### src/rtl/circle_motion_ctrl.sv
// Per-frame centre update for the circle renderer: moves the centre by STEP on each axis
// during vertical blank, bouncing off the edges of the active area.
module circle_motion_ctrl #(
    parameter int HACTIVE = 800,
    parameter int VACTIVE = 600,
    parameter int R       = 50,
    parameter int STEP    = 4,
    parameter int INIT_X  = 400,
    parameter int INIT_Y  = 300
) (
    input  logic               clk,
    input  logic               reset_n,
    input  logic               frame_start,
    input  logic               pause,
    input  logic               set_pos,
    input  logic signed [10:0] set_x,
    input  logic signed [10:0] set_y,
    output logic signed [10:0] centerX,
    output logic signed [10:0] centerY,
    output logic               dir_x,
    output logic               dir_y,
    output logic               update_done,
    output logic [7:0]         bounce_cnt
);

    localparam logic signed [11:0] XMIN   = 12'(R);
    localparam logic signed [11:0] XMAX   = 12'(HACTIVE - 1 - R);
    localparam logic signed [11:0] YMIN   = 12'(R);
    localparam logic signed [11:0] YMAX   = 12'(VACTIVE - 1 - R);
    localparam logic signed [11:0] STEP12 = 12'(STEP);

    typedef enum logic [1:0] {IDLE, MOVE_X, MOVE_Y, DONE} state_t;

    state_t             state_q, state_d;
    logic signed [10:0] cx_q, cx_d, cy_q, cy_d;
    logic               dx_q, dx_d, dy_q, dy_d;
    logic               done_q, done_d;
    logic [7:0]         bc_q, bc_d;
    logic signed [11:0] nx, ny;

    // Widened to 12 bits so out-of-range loads compare correctly against the limits.
    function automatic logic signed [10:0] clampAxis(input logic signed [10:0] v,
                                                     input logic signed [11:0] lo,
                                                     input logic signed [11:0] hi);
        logic signed [11:0] w;
        w = $signed({v[10], v});
        if (w < lo)      return $signed(lo[10:0]);
        else if (w > hi) return $signed(hi[10:0]);
        else             return v;
    endfunction

    assign nx = dx_q ? ($signed({cx_q[10], cx_q}) + STEP12) : ($signed({cx_q[10], cx_q}) - STEP12);
    assign ny = dy_q ? ($signed({cy_q[10], cy_q}) + STEP12) : ($signed({cy_q[10], cy_q}) - STEP12);

    always_comb begin
        state_d = state_q;
        cx_d    = cx_q;
        cy_d    = cy_q;
        dx_d    = dx_q;
        dy_d    = dy_q;
        bc_d    = bc_q;
        done_d  = 1'b0;
        if (set_pos) begin
            cx_d    = clampAxis(set_x, XMIN, XMAX);
            cy_d    = clampAxis(set_y, YMIN, YMAX);
            state_d = IDLE;
        end else begin
            case (state_q)
                IDLE: begin
                    if (frame_start && !pause) state_d = MOVE_X;
                end
                MOVE_X: begin
                    if (nx > XMAX) begin
                        cx_d = $signed(XMAX[10:0]);
                        dx_d = 1'b0;
                        bc_d = bc_q + 8'd1;
                    end else if (nx < XMIN) begin
                        cx_d = $signed(XMIN[10:0]);
                        dx_d = 1'b1;
                        bc_d = bc_q + 8'd1;
                    end else begin
                        cx_d = $signed(nx[10:0]);
                    end
                    state_d = MOVE_Y;
                end
                MOVE_Y: begin
                    if (ny > YMAX) begin
                        cy_d = $signed(YMAX[10:0]);
                        dy_d = 1'b0;
                        bc_d = bc_q + 8'd1;
                    end else if (ny < YMIN) begin
                        cy_d = $signed(YMIN[10:0]);
                        dy_d = 1'b1;
                        bc_d = bc_q + 8'd1;
                    end else begin
                        cy_d = $signed(ny[10:0]);
                    end
                    // Registered so the pulse lines up with the DONE cycle.
                    done_d  = 1'b1;
                    state_d = DONE;
                end
                DONE: state_d = IDLE;
                default: state_d = IDLE;
            endcase
        end
    end

    always_ff @(posedge clk or negedge reset_n) begin
        if (!reset_n) begin
            state_q <= IDLE;
            cx_q    <= 11'(INIT_X);
            cy_q    <= 11'(INIT_Y);
            dx_q    <= 1'b1;
            dy_q    <= 1'b1;
            done_q  <= 1'b0;
            bc_q    <= 8'd0;
        end else begin
            state_q <= state_d;
            cx_q    <= cx_d;
            cy_q    <= cy_d;
            dx_q    <= dx_d;
            dy_q    <= dy_d;
            done_q  <= done_d;
            bc_q    <= bc_d;
        end
    end

    assign centerX     = cx_q;
    assign centerY     = cy_q;
    assign dir_x       = dx_q;
    assign dir_y       = dy_q;
    assign update_done = done_q;
    assign bounce_cnt  = bc_q;

endmodule

### config.mk
export PLATFORM = sky130hd
export DESIGN_NAME = circle_motion_ctrl
export DESIGN_NICKNAME = d
export VERILOG_FILES = /design/src/rtl/circle_motion_ctrl.sv
export SDC_FILE = /design/constraint.sdc
export NUM_CORES = 1
export LEC_CHECK = 0
export ABC_AREA = 1
export CAP_MARGIN = 20
export CORE_MARGIN = 1
export CORE_UTILIZATION = 55
export CTS_CLUSTER_SIZE = 40
export DETAILED_ROUTE_END_ITERATION = 16
export GPL_TIMING_DRIVEN = 0
export PLACE_DENSITY_LB_ADDON = 0.3
export SKIP_CTS_REPAIR_TIMING = 1
export SYNTH_ARGS = -nofsm -noshare
export SYNTH_HDL_FRONTEND = slang
export SYNTH_SLANG_ARGS = --single-unit
### constraint.sdc
create_clock -name clk -period 6.1 [get_ports clk]
set_input_delay 0.915 -clock clk [delete_from_list [all_inputs] [get_ports clk]]
set_output_delay 0.915 -clock clk [all_outputs]
set_load 0.03 [all_outputs]
Word-level counts from Yosys, hierarchy flattened
Cells that the tools add are included.
- equal/unequal tests: 6
- magnitude comparators: 8
- reduce and logical (&&, ||, !) cells: 11
- bitwise gates (word level): 1
- multiplexer cells: 28
- $add $sub $neg: 5
- operators by type and width (operator ; count):
    two-way mux 11 bit ; 12
    two-way mux 8 bit ; 4
    adder 11 x 4 -> 12 bit, second input constant ; 2
    greater-than comparator 12 x 11 -> 1 bit, second input constant ; 2
    less-than comparator 12 x 7 -> 1 bit, second input constant ; 2
    two-way mux 12 bit ; 2
    subtractor 11 x 4 -> 12 bit, second input constant ; 2
    greater-than comparator 11 bit, second input constant ; 2
    less-than comparator 11 x 7 -> 1 bit, second input constant ; 2
    one-hot mux 8 bit (2 select lines) ; 1
    nonzero test 2 bit ; 5
    inequality test 3 bit, second input constant ; 3
    adder 8 x 1 -> 8 bit, second input constant ; 1
    one-hot mux 2 bit (4 select lines) ; 1
    two-way mux 1 bit ; 6
    AND reduction 3 bit ; 2
    equality test 2 bit, second input constant ; 2
    two-way mux 2 bit ; 2
    AND reduction 4 bit ; 1
    equality test 2 x 1 -> 1 bit, second input constant ; 1
    zero test 2 bit ; 1
    logical AND 1 bit ; 1
    zero test 1 bit ; 1
    inverter 1 bit ; 1
- register bits: 35
- word-level logic and storage cells: 66

Logic depth before layout (Yosys ltp)
Gate-level depths: netlist of the first run.
- depth in word-level cells: 7
- depth in mapped cells: 20
- mapped depth without buffers: 20

Worst setup path after synthesis of the first run
OpenSTA, ideal clock, no wires.
- kind: register to register
- from: register cy_q[2] (netlist: centerY[2])
- to: register bc_q[2] (netlist: bounce_cnt[2])
- setup time: 0.119 ns
- path slack: 3.558 ns
- required time: 5.981 ns
- cell stages (with the launch flop): 16
- arrival: 2.423 ns
- cells stage by stage: dfstp_2 inv_1 fa_1 nand3b_1 nand2_2 nand4_2 nand2_1 nand2_1 nand2_2 nand2_1 nor2_4 nor2_4 nand4_4 nand3_4 nand2_1 nand2_1
- longest elaborated chain between the ends: 5
- RTL lines (item ; RTL line ; text):
    start: declaration ; 35 ; logic signed [10:0] cx_q, cx_d, cy_q, cy_d;
    start signal: assignment ; 112 ; cy_q <= 11'(INIT_Y);
    start signal: assignment ; 120 ; cy_q <= cy_d;
    subtractor 11 x 4 -> 12 bit or adder 11 x 4 -> 12 bit (tied branches) ; 53 ; assign ny = dy_q ? ($signed({cy_q[10], cy_q}) + STEP12) : ($signed({cy_q[10], cy_q}) - STEP12);
    two-way mux 12 bit * ; 53 ;
    greater-than comparator 12 x 11 -> 1 bit or less-than comparator 12 x 7 -> 1 bit (tied branches) ; 87, 91 ;
    inequality test 3 bit (no source line) or two-way mux 8 bit (tied branches) ; n/a ;
    AND reduction 4 bit (no source line) or one-hot mux 8 bit (2 select lines) (tied branches) ; n/a ;
    end signal: assignment ; 116 ; bc_q <= 8'd0;
    end signal: assignment ; 124 ; bc_q <= bc_d;
    end: declaration ; 38 ; logic [7:0] bc_q, bc_d;
Mark *: on every way between the ends. The rest lies on a longest branch, timed or not.
A chain may end at the register's enable or synchronous reset.

Final worst setup path of the first run
- from: register dx_q (netlist: dir_x)
- to: register cx_q[3] (netlist: centerX[3])
- longest elaborated chain between the ends: 6
- RTL lines (item ; RTL line ; text):
    start: declaration ; 36 ; logic dx_q, dx_d, dy_q, dy_d;
    start signal: assignment ; 113 ; dx_q <= 1'b1;
    start signal: assignment ; 121 ; dx_q <= dx_d;
    two-way mux 12 bit * ; 52 ; assign nx = dx_q ? ($signed({cx_q[10], cx_q}) + STEP12) : ($signed({cx_q[10], cx_q}) - STEP12);
    less-than comparator 12 x 7 -> 1 bit ; 77 ; end else if (nx < XMIN) begin
    two-way mux 11 bit ; 77 ;
    two-way mux 11 bit * ; 73 ; if (nx > XMAX) begin
    two-way mux 11 bit * ; 68 ; case (state_q)
    two-way mux 11 bit * ; 63 ; if (set_pos) begin
    end signal: assignment ; 111 ; cx_q <= 11'(INIT_X);
    end: declaration ; 35 ;
Mark *: on every way between the ends. The rest lies on a longest branch, timed or not. The select of a mux whose other input is x is not followed.

==> PnR_summary.wiki, run 1 <==
{| class="wikitable"
! Metric !! Value
|-
| Run status || finished, final reports clean
|-
| Clock tree from TritonCTS || done
|-
| Top fanout value on the critical path || 9
|-
| Period minus WS final || 2.88 ns
|-
| Area occupied by multi-input gates || 2090 um2
|-
| Count of vias placed by the detailed router || 3427
|-
| First-iteration detailed-routing DRC count || 242
|-
| Antenna Cells || 0
|-
| Share of total power in sequential cells || 0.179
|-
| Clock network fraction of design power || 0.068
|-
| Static power due to leakage || 2.02 nW
|-
| Hold Path Sink || centerX[0]
|-
| Share of layout cells above drive strength 1 || 0.0933
|-
| Worst hold-check path type || reg2reg
|-
| Overall global routing resource usage || 0.285
|-
| Critical hold path startpoint || centerX[0]
|-
| Internal Power || 0.00105 W
|-
| Slew margin rel. || 0.470
|-
| Clock latency on the worst-skew pair || 0.29 ns
|-
| Routed vias/inst || 5.64
|-
| Number of flip-flops and latches in the synthesized netlist || 35
|-
| Largest net degree at the start of global routing || 36
|-
| Standard cell with the maximum stage delay on the critical path || sky130_fd_sc_hd__dfstp_2
|-
| Power density cells || 604 nW/um2
|-
| Average cell area after synthesis || 6.90 um2
|-
| Reg-to-reg slack, setup || 3.22 ns
|-
| Pre-Repair DR Iteration Count || 5
|-
| Number of nets in the layout || 590
|-
| Half-perimeter wire length after detailed placement || 6550 um
|-
| Area of the die || 6190 um2
|-
| Cell at the root of the clock tree || sky130_fd_sc_hd__clkbuf_8
|-
| Global-route wire length before repair || 13900 um
|-
| Buffer levels on the longest clock path || 2
|-
| Final number of setup-violating endpoints || 0
|-
| Setup clock skew after layout || 0.00796 ns
|-
| Relative area change from synthesis to final layout || 23.4%
|-
| Switching power of the nets || 0.00136 W
|-
| Number of warning messages in the yosys log || 0
|-
| Post-Place Cells || 600
|-
| Most common library cell in the layout ignoring fill and taps || sky130_fd_sc_hd__nand2_1
|-
| Worst flop-to-flop path startpoint || dir_x
|-
| Setup total negative slack || 0 ns
|-
| Number of hold-slack violations in the final timing report || 0
|-
| Detail-routed net length per standard cell || 13.7 um
|-
| Combinational Power Share || 0.753
|-
| Post-synthesis share of cell area spent on and, or, nand and nor gates || 0.379
|-
| Switching part of the total power || 0.564
|-
| Top FF cell, synth || sky130_fd_sc_hd__dfrtp_1
|-
| Starting utilization of the core area || 0.580
|-
| Syn Inst Count || 469
|-
| Maximum capacitance violations || 0
|-
| H-tree levels || 2
|-
| Wirelength, routed || 8310 um
|-
| Share of the synthesized area in compound gates (AO/OA/AOI/OAI) || 0.135
|-
| Net count after synthesis || 524
|-
| Post-synthesis cell type count || 41
|-
| Fin cells || 608
|-
| Adder-Cell Fraction of Synth Area || 0.113
|-
| Worst Max-Slew Pin Slew || 0.795 ns
|-
| Sequential share of the synthesized area || 0.274
|-
| Standard-cell row count || 27
|-
| Remaining antenna violation count after routing || 0
|-
| Count of fill cells added during filler insertion || 471
|-
| Via count of the first global-routing pass || 3079
|-
| Weighted congestion at the end of routability-driven global placement || 0.914
|-
| R2R cell count || 17
|-
| Main combinational cell family by area after synthesis || simple AND/OR/NAND/NOR gates
|-
| Register Area || 887 um2
|-
| Maximum clock frequency || 0.347 GHz
|-
| Die W || 78.7 um
|-
| XOR/XNOR share of the synthesized area || 0.0190
|-
| Port Buffer Count || 59
|-
| End of the worst register-to-register path || centerX[3]
|-
| Commonest non-fill, non-tap cells in the layout || 134 x sky130_fd_sc_hd__nand2_1, 60 x sky130_fd_sc_hd__inv_1, 58 x sky130_fd_sc_hd__clkdlybuf4s50_1, 42 x sky130_fd_sc_hd__nor2_1, 30 x sky130_fd_sc_hd__nand3_1
|-
| Multiplexer fraction of the synthesized cell area || 0
|-
| Sum of overflow across all layers after global routing || 0
|-
| Cell-by-cell trace of the critical path || inv_1 > ha_1 > nand2_1 > nand2_1 > inv_2 > nand2_2 > nand2_2 > nand2_2 > nand2_2 > nand2_1 > inv_1 > nand2_1 > nand2_2 > a21oi_2 > o21ai_1 > o21ai_0 > o21ai_0
|-
| Total clock sinks || 35
|-
| Number of top-level pins || 60
|-
| Critical Path End Type || register
|-
| Clock input transition at the sequential cells of the worst setup and hold paths || 0.07 ns
|-
| Critical Path Most Common Cell || sky130_fd_sc_hd__nand2_2
|-
| Critical Path Source Type || register
|-
| Crit path largest cell delay || 0.56 ns
|-
| Chip Height || 78.7 um
|-
| Post-synth design cell area || 3230 um2
|-
| Number of antenna violations at the first check in global routing || 0
|-
| Portion of the clock cycle consumed by the worst path in the final layout || 0.472
|-
| IR drop worst, VDD || 0.343 mV
|-
| Signal arrival time at the worst endpoint || 3.03 ns
|-
| Fin. max-slew vios || 0
|-
| Critical path class || reg2reg
|-
| Unrepaired setup endpoints after global routing || no
|-
| Final hold slack || 0.487 ns
|-
| Cell depth of the worst min-delay path || 2
|-
| DRC violations left || 0
|-
| Placeable core region || 5570 um2
|-
| Critical path data required time || 6.26 ns
|-
| Count of flip-flops with a built-in enable after synthesis || 0
|-
| TritonCTS Buffers || 5
|-
| Post-synthesis async set-or-reset flop share || 1.00
|}
==> worst max-delay path, delay by kind of cell (launching register included) <==
kind                       cells  cell delay (ns)
and+or+nand+nor                9             0.73
AOI/OAI and AO/OA              4             0.65
DFF                            1             0.56
adders and majority gates      1             0.51
buffers and inverters          3             0.29
==> worst max path at each step <==
stage               start            end  depth (start not counted)
2_1_floorplan  centerY[2]  bounce_cnt[2]                         15
3_3_place_gp      reset_n     centerX[5]                          1
3_5_place_dp      set_pos     centerX[3]                          5
4_1_cts             dir_x     centerX[3]                         17
5_1_grt             dir_x  bounce_cnt[2]                         14
6_report            dir_x     centerX[3]                         17
==> stage by stage <==
stage,total power (W),worst slack [ns],area (um2),util
after detailed placement,0.00221,3.27,3910,0.701
after global routing,0.00262,3.02,3990,0.716
after floorplan,0.00176,3.56,3230,-
after global placement,0.00216,3.30,3920,0.702
after CTS,0.00239,3.29,3990,0.716
final,0.00241,3.22,3990,0.716
==> flip-flops by register name, summed over array words and instances (netlist names) <==
register,count
centerX,11
centerY,11
bounce_cnt,8
state_q,2
dir_x,1
dir_y,1
update_done,1
==> cell type report <==
cell class	count	area share
buffer	3	0.00282
inverter	65	0.0618
multi-input combinational	366	0.524
sequential	35	0.222
tap	72	0.0226
timing repair buffer	59	0.147
clock inverter	1	0.00125
clock buffer	7	0.0191
==> cell usage after synthesis (3+ instances only) <==
cell / number / area [um2]
sky130_fd_sc_hd__ha_1: 26 / 325
sky130_fd_sc_hd__o21ai_1: 5 / 25.0
sky130_fd_sc_hd__dfrtp_1: 26 / 651
sky130_fd_sc_hd__nor3_1: 5 / 25.0
sky130_fd_sc_hd__nand2_1: 134 / 503
sky130_fd_sc_hd__inv_1: 60 / 225
sky130_fd_sc_hd__a21oi_1: 23 / 115
sky130_fd_sc_hd__nand3_1: 30 / 150
sky130_fd_sc_hd__nand4_1: 16 / 100
sky130_fd_sc_hd__nor2_1: 42 / 158
sky130_fd_sc_hd__o21ai_0: 23 / 115
sky130_fd_sc_hd__dfstp_2: 9 / 236
sky130_fd_sc_hd__nand3b_1: 7 / 52.6
sky130_fd_sc_hd__clkbuf_1: 3 / 11.3
sky130_fd_sc_hd__o21a_1: 3 / 22.5
sky130_fd_sc_hd__xor2_1: 4 / 35.0
sky130_fd_sc_hd__nor2_4: 3 / 33.8
sky130_fd_sc_hd__xnor2_1: 3 / 26.3
sky130_fd_sc_hd__nand2_2: 13 / 81.3
sky130_fd_sc_hd__inv_2: 4 / 15.0
==> power groups by stage <==
| stage | combinational, W | clock (W) | sequential (W) |
|---|---|---|---|
| after floorplan | 0.00119 | 0 | 0.000572 |
| after global placement | 0.00173 | 0 | 0.000431 |
| after detailed placement | 0.00178 | 0 | 0.000432 |
| after CTS | 0.00179 | 0.000168 | 0.000429 |
| after global routing | 0.00200 | 0.000175 | 0.000445 |
| final | 0.00181 | 0.000165 | 0.000430 |
==> per-layer routing <==
metal	vias to the layer above	global-route usage	wire, um
li1	1678	-	-
met1	1573	0.373	3590
met2	160	0.487	3990
met3	16	0.0419	609
met4	0	0.0741	117
met5	-	0	0
==> cells by family (layout without fill, tap and decap cells) <==
logic type | count (synthesis) | count (layout)
simple gates | 261 | 261
xor+xnor | 7 | 7
buf+inv | 68 | 135
flops | 35 | 35
compound gates | 70 | 70
fa+ha+maj | 28 | 28
No activity file was read; power rests on OpenSTA's default activity.
==> run 2: changes to the inputs <==
--- a/config.mk
+++ b/config.mk
@@ -8,7 +8,7 @@
 export ABC_AREA = 1
 export CAP_MARGIN = 20
 export CORE_MARGIN = 1
-export CORE_UTILIZATION = 55
+export CORE_UTILIZATION = 48
 export CTS_CLUSTER_SIZE = 40
 export DETAILED_ROUTE_END_ITERATION = 16
 export GPL_TIMING_DRIVEN = 0
==> constraint.sdc (replaced) <==
create_clock -name clk -period 2.4 [get_ports clk]
set_input_delay 0.36 -clock clk [delete_from_list [all_inputs] [get_ports clk]]
set_output_delay 0.36 -clock clk [all_outputs]
set_load 0.03 [all_outputs]
==> run 2 against run 1 <==
Against the previous run: the run now ends with design-rule violations, negative setup slack left; register-to-register slack got worse by 3.4 ns; via count is 0.88% higher; sequential power grew to 2.7 times the previous value; sequential cell count unchanged; non-clock buffer count increased by 27; largest power group unchanged; setup slack lost 3.4 ns; cell count is 5.4% higher; highest routed layer unchanged; first-iteration DRC count rose by 3.7%; maximum frequency increased by 12%; core utilization is 0.59 points lower; critical endpoint is now centerY[0]; clock skew is 0.0015 ns higher; combinational power rose to 3.4 times the previous value.
==> PnR_summary.wiki, run 2 (synthesis results as in run 1) <==
{| class="wikitable"
! Metric !! Value
|-
| Register Area || 888 um2 (was 887 um2)
|-
| Placeable core region || 6420 um2 (was 5570 um2)
|-
| Count of fill cells added during filler insertion || 513 (was 471)
|-
| Met2 Routed Length || 4400 um (was 3990 um)
|-
| Clock input transition at the sequential cells of the worst setup and hold paths || 0.08 ns (was 0.07 ns)
|-
| Post-Place Cells || 605 (was 600)
|-
| Commonest non-fill, non-tap cells in the layout || 113 x sky130_fd_sc_hd__nand2_1, 58 x sky130_fd_sc_hd__clkdlybuf4s50_1, 55 x sky130_fd_sc_hd__inv_1, 39 x sky130_fd_sc_hd__nor2_1, 29 x sky130_fd_sc_hd__nand3_1 (was 134 x sky130_fd_sc_hd__nand2_1, 60 x sky130_fd_sc_hd__inv_1, 58 x sky130_fd_sc_hd__clkdlybuf4s50_1, 42 x sky130_fd_sc_hd__nor2_1, 30 x sky130_fd_sc_hd__nand3_1)
|-
| Critical path class || reg2reg (unchanged)
|-
| Buffer levels on the longest clock path || 2 (unchanged)
|-
| Port Buffer Count || 59 (unchanged)
|-
| H-tree levels || 2 (unchanged)
|-
| DRC violations left || 4 (was 0)
|-
| Relative area change from synthesis to final layout || 41.0% (was 23.4%)
|-
| Fin cells || 641 (was 608)
|-
| Violations in the final reports || design-rule violations, negative setup slack
|-
| Power density cells || 1710 nW/um2 (was 604 nW/um2)
|-
| Area after detailed placement || 3940 um2 (was 3910 um2)
|-
| Uppermost layer routed || met4 (unchanged)
|-
| Number of antenna violations at the first check in global routing || 0 (unchanged)
|-
| Final Cell Area || 4560 um2 (was 3990 um2)
|-
| Sum of overflow across all layers after global routing || 0 (unchanged)
|-
| Antenna Cells || 0 (unchanged)
|-
| Most common library cell in the layout ignoring fill and taps || sky130_fd_sc_hd__nand2_1 (unchanged)
|-
| Unrepaired setup endpoints after global routing || yes (was no)
|-
| Run status || finished with violations (was finished, final reports clean)
|-
| Fin. max-slew vios || 0 (unchanged)
|-
| Maximum capacitance violations || 0 (unchanged)
|-
| Number of hold-slack violations in the final timing report || 0 (unchanged)
|-
| First-iteration detailed-routing DRC count || 251 (was 242)
|-
| M1 WL || 4070 um (was 3590 um)
|-
| TritonCTS Buffers || 5 (unchanged)
|-
| Critical Path End Type || register (unchanged)
|-
| Half-perimeter wire length after detailed placement || 6380 um (was 6550 um)
|-
| Total clock sinks || 35 (unchanged)
|-
| Die W || 84.1 um (was 78.7 um)
|-
| Critical path data required time || 2.58 ns (was 6.26 ns)
|-
| Top fanout value on the critical path || 4 (was 9)
|-
| Critical Path Source Type || register (unchanged)
|-
| Worst hold-check path type || in2async (was reg2reg)
|-
| Routed length on met3 || 515 um (was 609 um)
|-
| Cell at the root of the clock tree || sky130_fd_sc_hd__clkbuf_8 (unchanged)
|-
| Maximum clock frequency || 0.390 GHz (was 0.347 GHz)
|-
| PnR worst setup slack || -0.166 ns (was 3.22 ns)
|-
| Slew margin rel. || 0.472 (was 0.470)
|-
| Worst Max-Slew Pin Slew || 0.792 ns (was 0.795 ns)
|-
| Chip Height || 84.1 um (was 78.7 um)
|-
| Weighted congestion at the end of routability-driven global placement || 0.937 (was 0.914)
|-
| Wirelength, routed || 9140 um (was 8310 um)
|-
| Period minus WS final || 2.57 ns (was 2.88 ns)
|-
| Signal arrival time at the worst endpoint || 2.75 ns (was 3.03 ns)
|-
| Pre-Repair DR Iteration Count || 11 (was 5)
|-
| Standard-cell row count || 29 (was 27)
|-
| Starting utilization of the core area || 0.504 (was 0.580)
|-
| IR drop worst, VDD || 1.01 mV (was 0.343 mV)
|-
| Largest net degree at the start of global routing || 36 (unchanged)
|-
| Overall global routing resource usage || 0.248 (was 0.285)
|-
| Clock latency on the worst-skew pair || 0.29 ns (about the same)
|-
| Area occupied by multi-input gates || 2420 um2 (was 2090 um2)
|-
| Global-route wire length before repair || 14200 um (was 13900 um)
|-
| Number of top-level pins || 60 (unchanged)
|-
| Count of vias placed by the detailed router || 3457 (was 3427)
|-
| Detail-routed net length per standard cell || 14.3 um (was 13.7 um)
|-
| Portion of the clock cycle consumed by the worst path in the final layout || 1.07 (was 0.472)
|-
| Number of nets in the layout || 618 (was 590)
|-
| Clock tree from TritonCTS || done (unchanged)
|-
| Routed vias/inst || 5.39 (was 5.64)
|-
| Area of the die || 7070 um2 (was 6190 um2)
|-
| Final number of setup-violating endpoints || 25 (was 0)
|-
| Via count of the first global-routing pass || 3126 (was 3079)
|-
| Static power due to leakage || 2.19 nW (was 2.02 nW)
|-
| Setup clock skew after layout || 0.00942 ns (was 0.00796 ns)
|-
| Share of layout cells above drive strength 1 || 0.234 (was 0.0933)
|-
| Remaining antenna violation count after routing || 0 (unchanged)
|}
[run 2: where the power goes]
part / switching [W] / leakage [nW] / internal (W)
clock: 0.000226 / 0.0515 / 0.000262
combinational: 0.00364 / 1.71 / 0.00253
sequential: 0.000286 / 0.429 / 0.000862
total: 0.00415 / 2.19 / 0.00365
[run 2: final timing paths]
kind / endpoint / start / slack, ns / depth (start not counted)
max in group asynchronous: centerX[2] / reset_n / 1.71 / 1
worst min register to register: centerX[0] / centerX[0] / 0.48 / 2
min in group clk: centerX[0] / centerX[0] / 0.48 / 2
worst max-delay path: centerY[0] / centerY[3] / -0.17 / 15
worst max register to register: centerY[0] / centerY[3] / -0.17 / 15
worst min-delay path: centerY[10] / reset_n / 0.14 / 1
[run 2: layout make-up]
class | instances | area share
inverter | 65 | 0.0568
tap | 77 | 0.0211
timing repair buffer | 86 | 0.173
buffer | 3 | 0.00247
clock buffer | 8 | 0.0219
multi-input combinational | 367 | 0.530
sequential | 35 | 0.195
[run 2: metal layers]
layer / up-vias / global-route usage
met1: 1583 / 0.335
met5: - / 0
met2: 123 / 0.397
li1: 1736 / -
met4: 0 / 0.0878
met3: 15 / 0.0465
[run 2: per-stage QoR]
stage | setup TNS (ns) | hold WS [ns] | power (W) | setup slack, ns | utilization
floorplan | 0 | 0.0644 | 0.00455 | 0.00882 | -
global placement | -1.53 | 0.464 | 0.00560 | -0.122 | 0.615
detailed placement | -2.95 | 0.461 | 0.00571 | -0.187 | 0.614
CTS | -3.61 | 0.175 | 0.00623 | -0.214 | 0.629
global route | -5.54 | 0.209 | 0.00837 | -0.271 | 0.710
finish | -2.09 | 0.142 | 0.00780 | -0.166 | 0.710
[run 2: critical path: stages (launching register included)]
cell and delay (ns):
sky130_fd_sc_hd__dfstp_2 0.56, sky130_fd_sc_hd__inv_2 0.05, sky130_fd_sc_hd__fa_2 0.41, sky130_fd_sc_hd__nand3b_1 0.21, sky130_fd_sc_hd__nand2_2 0.14, sky130_fd_sc_hd__nand2_2 0.08, sky130_fd_sc_hd__nand2_4 0.09, sky130_fd_sc_hd__nand4_1 0.15
sky130_fd_sc_hd__nand2_4 0.13, sky130_fd_sc_hd__nor2_4 0.04, sky130_fd_sc_hd__nor2_4 0.14, sky130_fd_sc_hd__nand4_1 0.15, sky130_fd_sc_hd__nand2_2 0.15, sky130_fd_sc_hd__inv_2 0.03, sky130_fd_sc_hd__nand2_1 0.05, sky130_fd_sc_hd__nand2_1 0.06
==> run 3: changes to the inputs <==
--- a/config.mk
+++ b/config.mk
@@ -6,6 +6,7 @@
 export NUM_CORES = 1
 export LEC_CHECK = 0
 export ABC_AREA = 1
+export ABC_CLOCK_PERIOD_IN_PS = 2400
 export CAP_MARGIN = 20
 export CORE_MARGIN = 1
 export CORE_UTILIZATION = 48
==> results of run 3 <==
No change in the layout: final DEF, timing and power equal those of run 2.
